<file path="src/rtl/instruction_encoder.sv">
// Packs decoded instruction fields into 32-bit RISC-V words behind a 2-entry output FIFO.
// Optional immediate range checking is enabled by defining IMM_RANGE_CHECK_EN.
module instruction_encoder #(
  parameter int Width = 32
) (
  input  logic             clk,
  input  logic             rst_n,
  input  logic             in_valid,
  output logic             in_ready,
  input  logic [6:0]       in_opcode,
  input  logic [4:0]       in_rd,
  input  logic [4:0]       in_rs1,
  input  logic [4:0]       in_rs2,
  input  logic [2:0]       in_funct3,
  input  logic [6:0]       in_funct7,
  input  logic [Width-1:0] in_imm,
  output logic             out_valid,
  input  logic             out_ready,
  output logic [31:0]      out_instr,
  output logic             out_err,
  output logic [7:0]       err_count
);

  localparam logic [6:0] OP_LOAD   = 7'b0000011;
  localparam logic [6:0] OP_IMM    = 7'b0010011;
  localparam logic [6:0] OP_JALR   = 7'b1100111;
  localparam logic [6:0] OP_STORE  = 7'b0100011;
  localparam logic [6:0] OP_BRANCH = 7'b1100011;
  localparam logic [6:0] OP_JAL    = 7'b1101111;
  localparam logic [6:0] OP_REG    = 7'b0110011;
  localparam logic [31:0] NOP      = 32'h0000_0013;

  logic [31:0] enc_instr;
  logic        enc_err;
  logic        imm_bad;
  logic        push;
  logic        pop;
  logic        ready_en;
  logic [1:0]  count;
  logic        wptr;
  logic        rptr;
  logic [31:0] mem_instr [2];
  logic        mem_err   [2];

`ifdef IMM_RANGE_CHECK_EN
  logic imm12_ok;
  logic imm20_ok;
  logic is_12bit_op;

  // An immediate fits when every bit above the sign bit equals the sign bit.
  assign imm12_ok = (in_imm[Width-1:11] == '0) || (in_imm[Width-1:11] == '1);
  assign imm20_ok = (in_imm[Width-1:19] == '0) || (in_imm[Width-1:19] == '1);
  assign is_12bit_op = (in_opcode == OP_LOAD) || (in_opcode == OP_IMM) ||
                       (in_opcode == OP_JALR) || (in_opcode == OP_STORE) ||
                       (in_opcode == OP_BRANCH);
  assign imm_bad = ((in_opcode == OP_JAL) && !imm20_ok) || (is_12bit_op && !imm12_ok);
`else
  logic unused_imm_hi;

  assign unused_imm_hi = ^in_imm[Width-1:20];
  assign imm_bad = 1'b0;
`endif

  always_comb begin
    enc_instr = NOP;
    enc_err   = 1'b1;
    case (in_opcode)
      OP_LOAD, OP_IMM, OP_JALR: begin
        enc_instr = {in_imm[11:0], in_rs1, in_funct3, in_rd, in_opcode};
        enc_err   = imm_bad;
      end
      OP_STORE: begin
        enc_instr = {in_imm[11:5], in_rs2, in_rs1, in_funct3, in_imm[4:0], in_opcode};
        enc_err   = imm_bad;
      end
      OP_BRANCH: begin
        // in_imm is in halfword units, so bit n here is offset bit n+1.
        enc_instr = {in_imm[11], in_imm[9:4], in_rs2, in_rs1, in_funct3,
                     in_imm[3:0], in_imm[10], in_opcode};
        enc_err   = imm_bad;
      end
      OP_JAL: begin
        enc_instr = {in_imm[19], in_imm[9:0], in_imm[10], in_imm[18:11], in_rd, in_opcode};
        enc_err   = imm_bad;
      end
      OP_REG: begin
        enc_instr = {in_funct7, in_rs2, in_rs1, in_funct3, in_rd, in_opcode};
        enc_err   = 1'b0;
      end
      default: begin
        enc_instr = NOP;
        enc_err   = 1'b1;
      end
    endcase
  end

  // in_ready depends only on registered state, so out_ready never reaches it combinationally.
  assign in_ready  = ready_en && (count != 2'd2);
  assign out_valid = (count != 2'd0);
  assign push      = in_valid && in_ready;
  assign pop       = out_valid && out_ready;
  assign out_instr = mem_instr[rptr];
  assign out_err   = mem_err[rptr];

  always_ff @(posedge clk or negedge rst_n) begin
    if (!rst_n) begin
      ready_en     <= 1'b0;
      count        <= 2'd0;
      wptr         <= 1'b0;
      rptr         <= 1'b0;
      mem_instr[0] <= 32'h0;
      mem_instr[1] <= 32'h0;
      mem_err[0]   <= 1'b0;
      mem_err[1]   <= 1'b0;
      err_count    <= 8'd0;
    end else begin
      ready_en <= 1'b1;
      if (push) begin
        mem_instr[wptr] <= enc_instr;
        mem_err[wptr]   <= enc_err;
        wptr            <= ~wptr;
        if (enc_err && (err_count != 8'hFF)) begin
          err_count <= err_count + 8'd1;
        end
      end
      if (pop) begin
        rptr <= ~rptr;
      end
      case ({push, pop})
        2'b10:   count <= count + 2'd1;
        2'b01:   count <= count - 2'd1;
        default: count <= count;
      endcase
    end
  end

endmodule
</file>
<file path="config.mk">
export PLATFORM = sky130hd
export DESIGN_NAME = instruction_encoder
export DESIGN_NICKNAME = d
export VERILOG_FILES = /design/src/rtl/instruction_encoder.sv
export SDC_FILE = /design/constraint.sdc
export NUM_CORES = 1
export LEC_CHECK = 0
export BUFFER_PORTS_ARGS = -buffer_cell sky130_fd_sc_hd__buf_2
export CAP_MARGIN = 20
export CELL_PAD_IN_SITES_DETAIL_PLACEMENT = 2
export CELL_PAD_IN_SITES_GLOBAL_PLACEMENT = 2
export CORE_UTILIZATION = 35
export CTS_CLUSTER_DIAMETER = 40
export DETAILED_ROUTE_END_ITERATION = 6
export PLACE_DENSITY_LB_ADDON = 0.1
export SLEW_MARGIN = 10
export SYNTH_ARGS = -nofsm -noshare
export SYNTH_HDL_FRONTEND = slang
export SYNTH_SLANG_ARGS = --single-unit
</file>
<file path="constraint.sdc">
create_clock -name clk -period 5.59 [get_ports clk]
set_clock_uncertainty 0.15 [all_clocks]
set_input_delay 0.8385 -clock clk [delete_from_list [all_inputs] [get_ports clk]]
set_output_delay 0.8385 -clock clk [all_outputs]
set_load 0.03 [all_outputs]
</file>
# Yosys cells after proc, flatten, opt, wreduce, memory -nomap -nowiden
# Index checks and enable logic that the tools add are counted.
# totals
n_memories	0
input_bits	68
latch_bits	0
reg_bits	79
romBits	0
ramBits	0
output_inout_bits	43
# op_classes
n_reduce_logical	10
mux	15
magnitude_cmp	3
shifts	0
n_eq_ne	11
n_mul	0
bitwise_logic	4
n_addsub	3
div	0
# ops
operator	n
32-bit one-hot mux with 5 select lines	1
32-bit two-way mux	4
64-bit bitwise mux	1
32-bit demux with 1-bit select	1
7-bit == test (second input constant)	3
7-bit by 6-bit == test with 1-bit output (second input constant)	2
8-bit by 1-bit adder with 8-bit output (second input constant)	1
8-bit != test (second input constant)	1
7-bit by 2-bit == test with 1-bit output (second input constant)	1
7-bit by 5-bit == test with 1-bit output (second input constant)	1
7-bit OR reduction	1
1-bit logical AND	5
1-bit two-way mux	5
2-bit >= comparator (second input constant)	2
1-bit NOT with 2-bit output	2
2-bit one-hot mux with 2 select lines	1
2-bit nonzero test	2
3-bit OR reduction	1
2-bit by 1-bit adder with 2-bit output (second input constant)	1
2-bit bitwise mux	1
2-bit by 1-bit == test with 1-bit output (second input constant)	1
2-bit == test (second input constant)	1
2-bit by 1-bit < comparator with 1-bit output (second input constant)	1
2-bit != test (second input constant)	1
other kinds (4)	5

# Longest topological paths before layout
# depth
ltp_word	6
ltp_mapped	7
depth_no_buf	7

# Worst setup path after synthesis
# Ideal clock, no wire load.
# synth_timing
kind	input to register
from	input port in_opcode[3]
to	register err_count[7]
path_slack_ns	3.221
stages	7
setup_ns	0.080
required_ns	5.360
arrival_time_ns	2.139
path_cell_list	nand4bb_1 > buf_4 > a21oi_2 > or4b_1 > buf_4 > nor4_4 > xor2_1
# synth_via
elab_chain_cells	5
word_cells_on_any_way	11
cone_classes	7 x eq/ne; 1 x mux; 3 x reduce/logical
# synth_rtl
item	line	source
start: declaration	10	input logic [6:0] in_opcode,
7-bit by 6-bit == test with 1-bit output (tied with other cells)	67	case (in_opcode)
7-bit OR reduction (no line) *	-	
1-bit two-way mux *	67	
1-bit logical AND *	122	if (enc_err && (err_count != 8'hFF)) begin
2-bit AND reduction (no line) *	-	
end signal: assignment	123	err_count <= err_count + 8'd1;
end: declaration	21	output logic [7:0] err_count
# Mark *: on every way between the ends. The rest lies on a longest branch, timed or not.
# A chain may end at the register's enable or synchronous reset.

# Worst setup path in the final report
# layout_timing
from	register rptr
to	output port out_instr[7]
# layout_via
elab_chain_cells	4
# layout_rtl
item	line	source
start: declaration	41	logic rptr;
start signal: assignment	127	rptr <= ~rptr;
1-bit NOT with 2-bit output (implied by the code)	102	assign out_instr = mem_instr[rptr];
32-bit two-way mux (implied by the code) (3 in series)	102	
end: declaration	19	output logic [31:0] out_instr,
# No other way between the ends. The select of a mux whose other input is x is not followed.

==> flow_metrics.env <==
export IMPL_count_of_antenna_diodes_in_the_layout=0
export IMPL_layout_worst_path_cycle_share_pct=51.76
export IMPL_use_met2_pct=33.70
export IMPL_synth_largest_area_cell="sky130_fd_sc_hd__dfrtp_1"
export IMPL_met1_usage_pct=28.08
export IMPL_synth_area_top_cells="sky130_fd_sc_hd__dfrtp_1, sky130_fd_sc_hd__mux2_2, sky130_fd_sc_hd__a22o_1"
export IMPL_post_drt_via_cell_ratio=5.261
export IMPL_syn_cell_area_mm2=0.003900
export IMPL_number_of_instances_in_the_synthesized_netlist=353
export IMPL_grt_setup_unrepaired="no"
export IMPL_cts_root_buf="sky130_fd_sc_hd__clkbuf_8"
export IMPL_required_arrival_time_at_the_worst_endpoint_ps=4600
export IMPL_detailed_route_via_count=3125
export IMPL_drv_cap=0
export IMPL_detailedRoute_firstIterationViolations=99
export IMPL_fmax_mhz=345.6
export IMPL_ctsResizeCount=0
export IMPL_final_hold_worst_slack_ps=245.0
export IMPL_initial_antenna_violation_count=0
export IMPL_switching_power_w=0.0005533
export IMPL_routed_wire_length_per_instance_um=18.80
export IMPL_final_period_minus_worst_setup_slack_ps=2893
export IMPL_grt_total_usage_pct=20.67
export IMPL_detailed_place_hpwl_um=8038
export IMPL_comb_power_share_pct=30.0
export IMPL_outcome="finished clean"
export IMPL_first_global_vias=3337
export IMPL_count_of_state_elements_after_synthesis=79
export IMPL_power_frac_clock_pct=25.3
export IMPL_worst_endpoint_arrival_ps=1900
export IMPL_grt_first_pass_wirelength_um=17900
export IMPL_layer_with_the_highest_usage_after_global_routing="met2"
export IMPL_worst_r2r_endpoint="mem_instr[54]$_DFFE_PN0P_"
export IMPL_power_ir_vdd_worst_v=0.0002088
export IMPL_synth_yosys_seq_area_share_pct=50.69
export IMPL_final_max_tran_viols=0
export IMPL_end_kind="primary output"
export IMPL_cellInternalPower_w=0.0009981
export IMPL_timing_rr_start="count[0]$_DFFE_PN0P_"
export IMPL_route_final_wire_length_um=11170
export IMPL_number_of_cts_inserted_buffers=9
export IMPL_worst_r2r_setup_slack_ps=2760
export IMPL_num_rows=38
export IMPL_synth_warnings=0
export IMPL_finish_net_count=519
export IMPL_start_util_pct=35.98
export IMPL_rr_worst_depth=6
export IMPL_post_route_cells_drive_above_1_share_pct=38.33
export IMPL_power_share_sequential_pct=44.6
export IMPL_timing_hold_worst_class="in2async"
export IMPL_gp_congestion=0.7321
export IMPL_die_area_mm2=0.01157
export IMPL_ant_nets=0
export IMPL_count_of_clock_tree_sinks=79
export IMPL_netlist_area_leader_share_pct=50.69
export IMPL_clk_transition_reported_paths_ps=80
export IMPL_clk_latency_ps=350
export IMPL_p_per_area_mw_per_mm2=327.3
export IMPL_post_route_setup_tns_ps=0
export IMPL_ioPinCount=111
export IMPL_detail_route_drc_violations=0
export IMPL_avgSynthCellArea_um2=11.05
export IMPL_cts_hold_repair_buffers=0
export IMPL_htree_levels=3
export IMPL_floorplan_die_height_um=107.6
export IMPL_crit_fanout=30
export IMPL_grt_met3_usage_pct=3.511
export IMPL_synth_cell_type_count=40
export IMPL_areaGrowthSynthToFinish_pct=21.56
export IMPL_tritoncts_clock_tree="done"
export IMPL_number_of_failing_hold_endpoints_at_the_final_stage=0
export IMPL_maximum_number_of_pins_on_one_net_before_global_route_repair=80
export IMPL_floorplan_die_width_um=107.6
export IMPL_cts_repair_timing_setup_buffer_count=0
export IMPL_path_class="reg2out"
export IMPL_setup_viol_count_final=0
export IMPL_worst_slew_margin_relative_to_its_limit_pct=28.62
export IMPL_worst_slew_pin_slew_ps=1063
export IMPL_overflow=0
export IMPL_clock_tree_buffer_depth=2
export IMPL_startpoint_type="flop"
export IMPL_dr_pass1_iters=4
export IMPL_numPortBuffers=98
export IMPL_switching_share_pct=35.67
export IMPL_power_static_leakage_nw=2.291
export IMPL_core_area_mm2=0.01084
export IMPL_postSynthNetCount=423
[cell usage after synthesis]
cell and number:
sky130_fd_sc_hd__nand2b_1 6, sky130_fd_sc_hd__xor2_1 7, sky130_fd_sc_hd__nand2_1 34, sky130_fd_sc_hd__and2_0 1, sky130_fd_sc_hd__xnor2_1 4, sky130_fd_sc_hd__nor2_1 28
sky130_fd_sc_hd__a221oi_1 1, sky130_fd_sc_hd__a221o_1 10, sky130_fd_sc_hd__or4b_1 1, sky130_fd_sc_hd__o21ai_1 1, sky130_fd_sc_hd__inv_1 5, sky130_fd_sc_hd__a21oi_1 6
sky130_fd_sc_hd__mux2_2 50, sky130_fd_sc_hd__nand4bb_1 1, sky130_fd_sc_hd__o21ai_0 26, sky130_fd_sc_hd__nor2b_1 1, sky130_fd_sc_hd__buf_1 6, sky130_fd_sc_hd__nand3_1 4
sky130_fd_sc_hd__nand3b_1 1, sky130_fd_sc_hd__ha_1 2, sky130_fd_sc_hd__a22oi_1 11, sky130_fd_sc_hd__conb_1 1, sky130_fd_sc_hd__nand4_1 1, sky130_fd_sc_hd__clkbuf_1 10
sky130_fd_sc_hd__nor4_4 1, sky130_fd_sc_hd__or2_2 2, sky130_fd_sc_hd__a22o_1 24, sky130_fd_sc_hd__buf_4 2, sky130_fd_sc_hd__and2_1 3, sky130_fd_sc_hd__nor3_2 1
sky130_fd_sc_hd__nand4b_1 1, sky130_fd_sc_hd__a211oi_1 2, sky130_fd_sc_hd__mux2i_1 5, sky130_fd_sc_hd__o21a_1 1, sky130_fd_sc_hd__nor3b_1 2, sky130_fd_sc_hd__nor3_1 5
sky130_fd_sc_hd__dfrtp_1 79, sky130_fd_sc_hd__or2_1 1, sky130_fd_sc_hd__a21o_1 5, sky130_fd_sc_hd__a21oi_2 1
[cells by family (layout without fill, tap and decap cells)]
family | after synthesis | in the layout | synth area share, %
compound gates | 88 | 88 | 16.30
xor+xnor | 11 | 11 | 2.470
fa+ha+maj | 2 | 2 | 0.6415
buf+inv | 23 | 124 | 2.406
flops | 79 | 79 | 50.69
mux | 55 | 55 | 15.72
other cells | 1 | 1 | 0.09615
simple gates | 94 | 94 | 11.68
[metrics by stage]
step           cells  total power (W)  instance area, µm²  worst slack [ps]  util [%]
2_1_floorplan    353         0.001017                3900              3221         -
3_3_place_gp     576         0.001160                4526              2338     41.75
3_5_place_dp     576         0.001177                4526              2342     41.75
4_1_cts          592         0.001572                4702              2674     43.37
5_1_grt          594         0.001632                4741              2550     43.73
6_report         594         0.001551                4741              2697     43.73
[worst max path at each step]
stage                                    start                         to  depth (start not counted)
final                         rptr$_DFFE_PN0P_               out_instr[7]                          3
after global routing      count[0]$_DFFE_PN0P_  mem_instr[56]$_DFFE_PN0P_                          6
after CTS                     rptr$_DFFE_PN0P_               out_instr[4]                          3
after detailed placement              in_valid  mem_instr[55]$_DFFE_PN0P_                          7
after global placement                in_valid  mem_instr[54]$_DFFE_PN0P_                          7
after floorplan                   in_opcode[3]   err_count[7]$_DFFE_PN0P_                          7
[metal layers]
metal	share of wire [%]	wire, µm
met1	48	5354
met4	0.98	109
met5	0	0
met3	3.0	335
met2	48	5369
[flip-flops by register name (all words and copies together), names as in the netlist]
signal     cells
ready_en       1
mem_instr     64
wptr           1
err_count      8
mem_err        2
count          2
rptr           1
[final cells by class]
class / count / area, µm²
repair buffers: 103 / 554.3
clock buffers: 13 / 158.9
multi-input cells: 251 / 1839
inverters: 5 / 18.77
clock inverters: 3 / 17.52
flip-flops and latches: 79 / 1977
well taps: 140 / 175.2
fillers: 1165 / 6100
[worst max-delay path, stage by stage, from the launching register on]
cell                      delay (ps)
sky130_fd_sc_hd__dfrtp_1         450
sky130_fd_sc_hd__buf_4           440
sky130_fd_sc_hd__mux2_2          410
sky130_fd_sc_hd__buf_2           180
[cells in the final DEF (no fill, tap or decap), types with 2 or more instances in the layout]
cell and instances:
sky130_fd_sc_hd__xor2_1 7, sky130_fd_sc_hd__nand2b_1 6, sky130_fd_sc_hd__o21ai_0 26, sky130_fd_sc_hd__a21oi_1 6, sky130_fd_sc_hd__clkinv_2 2, sky130_fd_sc_hd__mux2i_1 5
sky130_fd_sc_hd__ha_1 2, sky130_fd_sc_hd__mux2_2 50, sky130_fd_sc_hd__nor3_2 2, sky130_fd_sc_hd__nand2_1 34, sky130_fd_sc_hd__a211oi_1 2, sky130_fd_sc_hd__a22o_1 24
sky130_fd_sc_hd__a221o_1 10, sky130_fd_sc_hd__a22oi_1 11, sky130_fd_sc_hd__clkbuf_8 11, sky130_fd_sc_hd__nor3_1 4, sky130_fd_sc_hd__buf_4 4, sky130_fd_sc_hd__inv_1 5
sky130_fd_sc_hd__buf_2 97, sky130_fd_sc_hd__xnor2_1 4, sky130_fd_sc_hd__clkbuf_1 2, sky130_fd_sc_hd__nor3b_1 2, sky130_fd_sc_hd__a21o_1 5, sky130_fd_sc_hd__nand3_1 3
sky130_fd_sc_hd__nor2_1 28, sky130_fd_sc_hd__and2_1 3, sky130_fd_sc_hd__dfrtp_1 79, sky130_fd_sc_hd__or2_2 2
[power by group through the flow]
stage | clock (W) | combinational [W] | sequential, W
finish | 0.000393 | 0.000466 | 0.000692
global route | 0.000423 | 0.000505 | 0.000704
CTS | 0.000404 | 0.000474 | 0.000694
detailed placement | 0 | 0.000472 | 0.000705
global placement | 0 | 0.000462 | 0.000699
floorplan | 0 | 0.000296 | 0.000721
Note: power is estimated with default switching activity, not from simulation.
